File: config.mk
export PLATFORM = sky130hd
export DESIGN_NAME = arc_mem_arbiter
export DESIGN_NICKNAME = d
export VERILOG_FILES = /design/src/rtl/arc_bus_pkg.sv /design/src/rtl/rr_arb2.sv /design/src/rtl/arc_mem_arbiter.sv
export SDC_FILE = /design/constraint.sdc
export NUM_CORES = 1
export LEC_CHECK = 0
export CAP_MARGIN = 10
export CORE_ASPECT_RATIO = 1.4
export CORE_UTILIZATION = 37
export CTS_BUF_LIST = sky130_fd_sc_hd__clkbuf_4 sky130_fd_sc_hd__clkbuf_8
export DETAILED_ROUTE_END_ITERATION = 7
export PLACE_DENSITY = 0.81
export RECOVER_POWER = 25
export SYNTH_ARGS = -nofsm -noshare
export SYNTH_HDL_FRONTEND = slang
export SYNTH_SLANG_ARGS = --single-unit
File: constraint.sdc
create_clock -name clk -period 2.29 [get_ports clk]
set_clock_uncertainty 0.15 [all_clocks]
set_input_delay 0.458 -clock clk [delete_from_list [all_inputs] [get_ports clk]]
set_output_delay 0.458 -clock clk [all_outputs]
set_load 0.01 [all_outputs]
File: src/rtl/arc_bus_pkg.sv
// arc_bus_pkg: shared types and constants for the ARC memory arbiter.
//   - arb_state_e : access sequencer states (2-bit)
//   - AwDefault / DwDefault : default address / data widths
//   - CntW : width of the memory wait-state counter
package arc_bus_pkg;

  localparam int unsigned AwDefault = 32;
  localparam int unsigned DwDefault = 32;
  localparam int unsigned CntW      = 4;

  typedef enum logic [1:0] {
    StIdle  = 2'd0,
    StIssue = 2'd1,
    StWait  = 2'd2,
    StResp  = 2'd3
  } arb_state_e;

endpackage

File: src/rtl/rr_arb2.sv
// rr_arb2: combinational two-way round-robin pick.
// Ports:
//   req        - request vector, bit i = master i
//   last_grant - index of the master granted most recently
//   grant      - one-hot grant (zero when nothing requests)
module rr_arb2 (
  input  logic [1:0] req,
  input  logic       last_grant,
  output logic [1:0] grant
);

  always_comb begin
    grant = req;
    // On a tie the master that did not win last time goes next.
    if (req == 2'b11) begin
      grant = last_grant ? 2'b01 : 2'b10;
    end
  end

endmodule

File: src/rtl/arc_mem_arbiter.sv
// arc_mem_arbiter: shares one single-port memory between the ARC datapath (m0) and the
// UART loader (m1). One access in flight at a time, round-robin on ties, fixed wait states.
// Ports:
//   clk, rst                 - system clock, synchronous active-low reset
//   mN_req/we/addr/wdata     - master N request (held until ack), direction, address, data
//   mN_rdata, mN_ack         - master N registered read data, one-cycle completion pulse
//   mem_en/we/addr/wdata     - memory strobe (one cycle per access) and latched access fields
//   mem_rdata                - memory read data
//   busy                     - an access is being sequenced
module arc_mem_arbiter
  import arc_bus_pkg::*;
#(
  parameter int unsigned AW       = AwDefault,
  parameter int unsigned DW       = DwDefault,
  parameter int unsigned MEM_WAIT = 1
) (
  input  logic          clk,
  input  logic          rst,
  input  logic          m0_req,
  input  logic          m0_we,
  input  logic [AW-1:0] m0_addr,
  input  logic [DW-1:0] m0_wdata,
  output logic [DW-1:0] m0_rdata,
  output logic          m0_ack,
  input  logic          m1_req,
  input  logic          m1_we,
  input  logic [AW-1:0] m1_addr,
  input  logic [DW-1:0] m1_wdata,
  output logic [DW-1:0] m1_rdata,
  output logic          m1_ack,
  output logic          mem_en,
  output logic          mem_we,
  output logic [AW-1:0] mem_addr,
  output logic [DW-1:0] mem_wdata,
  input  logic [DW-1:0] mem_rdata,
  output logic          busy
);

  localparam bit            HasWait  = (MEM_WAIT != 0);
  localparam logic [CntW-1:0] WaitLoad = CntW'(HasWait ? MEM_WAIT - 1 : 0);

  arb_state_e      state_q, state_d;
  logic [CntW-1:0] cnt_q, cnt_d;
  logic            last_grant_q;
  logic [1:0]      grant;
  logic            mem_en_q, mem_we_q, busy_q, m0_ack_q, m1_ack_q;
  logic [AW-1:0]   mem_addr_q;
  logic [DW-1:0]   mem_wdata_q, m0_rdata_q, m1_rdata_q;

  rr_arb2 u_arb (
    .req        ({m1_req, m0_req}),
    .last_grant (last_grant_q),
    .grant      (grant)
  );

  always_comb begin
    state_d = state_q;
    cnt_d   = cnt_q;
    unique case (state_q)
      StIdle: begin
        if (m0_req || m1_req) state_d = StIssue;
      end
      StIssue: begin
        if (HasWait) begin
          state_d = StWait;
          cnt_d   = WaitLoad;
        end else begin
          state_d = StResp;
        end
      end
      StWait: begin
        if (cnt_q == '0) begin
          state_d = StResp;
        end else begin
          cnt_d = cnt_q - 1'b1;
        end
      end
      StResp:  state_d = StIdle;
      default: state_d = StIdle;
    endcase
  end

  // Outputs are registered from the next state so they line up with the state they describe.
  // last_grant_q doubles as the owner of the in-flight access.
  always_ff @(posedge clk) begin
    if (!rst) begin
      state_q      <= StIdle;
      cnt_q        <= '0;
      last_grant_q <= 1'b1;
      mem_en_q     <= 1'b0;
      mem_we_q     <= 1'b0;
      mem_addr_q   <= '0;
      mem_wdata_q  <= '0;
      busy_q       <= 1'b0;
      m0_ack_q     <= 1'b0;
      m1_ack_q     <= 1'b0;
      m0_rdata_q   <= '0;
      m1_rdata_q   <= '0;
    end else begin
      state_q  <= state_d;
      cnt_q    <= cnt_d;
      mem_en_q <= (state_d == StIssue);
      busy_q   <= (state_d != StIdle);
      m0_ack_q <= (state_d == StResp) && !last_grant_q;
      m1_ack_q <= (state_d == StResp) && last_grant_q;

      if (state_q == StIdle) begin
        unique case (grant)
          2'b01: begin
            last_grant_q <= 1'b0;
            mem_we_q     <= m0_we;
            mem_addr_q   <= m0_addr;
            mem_wdata_q  <= m0_wdata;
          end
          2'b10: begin
            last_grant_q <= 1'b1;
            mem_we_q     <= m1_we;
            mem_addr_q   <= m1_addr;
            mem_wdata_q  <= m1_wdata;
          end
          default: ;
        endcase
      end

      // Read data is captured on entry to RESP so it is valid alongside the ack.
      if (state_d == StResp && !mem_we_q) begin
        if (last_grant_q) begin
          m1_rdata_q <= mem_rdata;
        end else begin
          m0_rdata_q <= mem_rdata;
        end
      end
    end
  end

  assign mem_en    = mem_en_q;
  assign mem_we    = mem_we_q;
  assign mem_addr  = mem_addr_q;
  assign mem_wdata = mem_wdata_q;
  assign busy      = busy_q;
  assign m0_ack    = m0_ack_q;
  assign m1_ack    = m1_ack_q;
  assign m0_rdata  = m0_rdata_q;
  assign m1_rdata  = m1_rdata_q;

endmodule

==> flow_summary.json <==
{
  "outcome": "finished, final reports clean",
  "total_power_mw": 10.1,
  "period_share_pct": 97.0,
  "powerDensity_nw_per_um2": 1040,
  "fin_nets": 1067,
  "clock_latency_ns": 0.43,
  "die_y_um": 150,
  "ctsHoldBuffers": 0,
  "drt_first_pass_iters": 4,
  "layoutNonFillerInstCount": 1100,
  "synthCells": 591,
  "grt_pass1_vias": 4932,
  "drt_wl_total_um": 16600,
  "clockRootBuffer": "clkbuf_8",
  "htree_levels": 4,
  "num-fill-cells": 1248,
  "power_frac_comb_pct": 44.9,
  "whs_ns": 0.160,
  "clock-sinks": 140,
  "antenna_cells": 0,
  "avgRoutedWirePerCell_um": 15.1,
  "antenna_found_initial": 0,
  "hold_violations": 0,
  "finalCriticalPeriod_ns": 2.22,
  "pre_cts_ws_ns": -0.100,
  "min_path_type": "primary input to flop",
  "regArea_um2": 2800,
  "clk_pin_slew_ns": 0.08,
  "synth_nets": 763,
  "die-width_um": 108,
  "ios": 299,
  "critical_path_class": "flop to flop",
  "track_usage_pct": 19.6,
  "dp_cells": 1061,
  "vias": 5232,
  "syn_to_final_growth_pct": 65.9,
  "drc_errors": 0,
  "timing.final.ws_setup_ns": 0.0679,
  "postSynthAreaPerCell_um2": 9.85,
  "cap_violations": 0,
  "crit_fanout": 8,
  "cp-start-kind": "flop",
  "core.rowCount": 53,
  "final_cell_mix": "297 x clkdlybuf4s50_1, 139 x dfxtp_1, 129 x mux2i_1",
  "p_sw_mw": 3.44,
  "fmax_mhz": 450,
  "portBuffers": 298,
  "grt_max_degree": 97,
  "netlist_area_um2": 5820,
  "seqPwrFrac_pct": 34.7,
  "cts_inserted_buffers": 17,
  "relSlewSlack_pct": 53.5,
  "tritoncts": "built",
  "fp.coreArea_um2": 15200,
  "leakagePower_nw": 3.59,
  "yosys_warnings": 0,
  "power_frac_clock_pct": 20.4,
  "synth_seq_cells": 140,
  "worstPathRequired_ns": 2.50,
  "grt_overflow": 0,
  "end_kind": "flop",
  "rrSetupSlack_ns": 0.07,
  "drtIter0Drc": 202,
  "cp.arrival_ns": 2.43,
  "die-area_um2": 16200,
  "clock_path_buffers": 2,
  "switching_share_pct": 34.2,
  "tns_ns": 0,
  "via_per_inst": 4.76,
  "setup_viol": 0,
  "grt_pass1_wl_um": 24300,
  "multi_input_area_um2": 2760,
  "vdd_drop_max_mv": 0.667,
  "place.gp.congestion": 0.761,
  "drive_above_1_share_pct": 8.15,
  "layout_commonest_cell": "clkdlybuf4s50_1",
  "p_int_mw": 6.62,
  "initial_core_util_pct": 38.3,
  "dp.final_hpwl_um": 12200,
  "yosysUniqueCellTypes": 32,
  "slew_viol_final": 0,
  "ant_nets": 0,
  "tightest_slew_ns": 0.697,
  "synth.yosys.seq_area_share_pct": 48.1
}
==> area by class of cell <==
cell class                      instances  share of cell area [%]
Timing Repair Buffer                  332                    35.4
Sequential cell                       140                    29.0
Multi-Input combinational cell        397                    28.6
Clock buffer                           19                    2.64
Tap cell                              192                    2.49
Clock inverter                         13                    1.61
Inverter                                7                   0.272
==> registers in the layout, summed over array words and instances (netlist names), 2 cells and up <==
name       cells
cnt_q          4
m0_rdata      32
m1_rdata      32
mem_addr      32
mem_wdata     32
state_q        2
==> metal layers <==
metal	track usage, %	part of all wire (%)	wire (um)	vias up
li1	-	-	-	2672
met1	20.4	38	6250	2312
met2	34.5	51	8430	223
met3	8.01	9.2	1540	25
met4	8.01	2.5	423	0
met5	0	0	0	-
==> logic make-up after synthesis <==
family          after synthesis  share of synthesized area [%]
compound gates               81                           10.8
fa+ha+maj                     6                           1.29
buf+inv                      54                           4.75
flops                       140                           48.1
mux                         129                           22.2
simple gates                181                           12.9
==> critical path: stages, from the launching register on <==
cell	delay, ns
dfxtp_1	0.34
inv_1	0.08
ha_1	0.31
or3b_4	0.39
a2111oi_4	0.28
buf_6	0.20
buf_8	0.17
mux2i_1	0.21
==> repair_timing <==
item | in CTS | in global routing
endpoints found under the setup margin | 0 | 64
gates resized for setup | 0 | 13
buffers inserted | 0 | 2
endpoints found under the hold margin | 0 | 0
==> through the flow <==
stage	util (%)	cell area, um2
2_1_floorplan	-	5820
3_3_place_gp	60.2	9140
3_5_place_dp	60.2	9140
4_1_cts	62.9	9550
5_1_grt	63.6	9660
6_report	63.6	9660
==> power by group through the flow <==
stage	combinational [mW]	sequential, mW	clock [mW]
after floorplan	1.87	3.83	0
after global placement	4.34	3.51	0
after detailed placement	4.40	3.54	0
after CTS	4.42	3.49	2.12
after global routing	4.86	3.57	2.22
final	4.52	3.49	2.05
==> cell usage after synthesis (all sizes together) <==
cell type    n  area share (%)
nor4b        1            0.26
clkbuf      33             2.1
nor3b        2            0.26
and4         1            0.15
ha           6             1.3
o211ai       2            0.26
nand3        1           0.086
o21ai        3            0.26
o21a         2            0.26
a2111oi      2            0.95
a21oi        5            0.43
mux2i      129              22
or4          2            0.28
nor2        67             4.3
and3         1            0.11
buf         14             2.2
nand2b       1            0.11
and2         2            0.21
or3          2            0.21
nand2       97             6.3
dfxtp      140              48
a211oi      66             8.5
a21boi       1            0.13
or3b         2            0.30
inv          7            0.45
and4b        1            0.17
nand3b       1            0.13
==> worst paths after layout <==
check | startpoint | to | depth (start not counted)
worst min register to register | m0_rdata[12] | m0_rdata[12] | 2
worst min-delay path | rst | last_grant_q | 2
worst max-delay path | state_q[0] | m0_rdata[15] | 7
worst max register to register | state_q[0] | m0_rdata[15] | 7
Note: power is estimated with default switching activity, not from simulation.
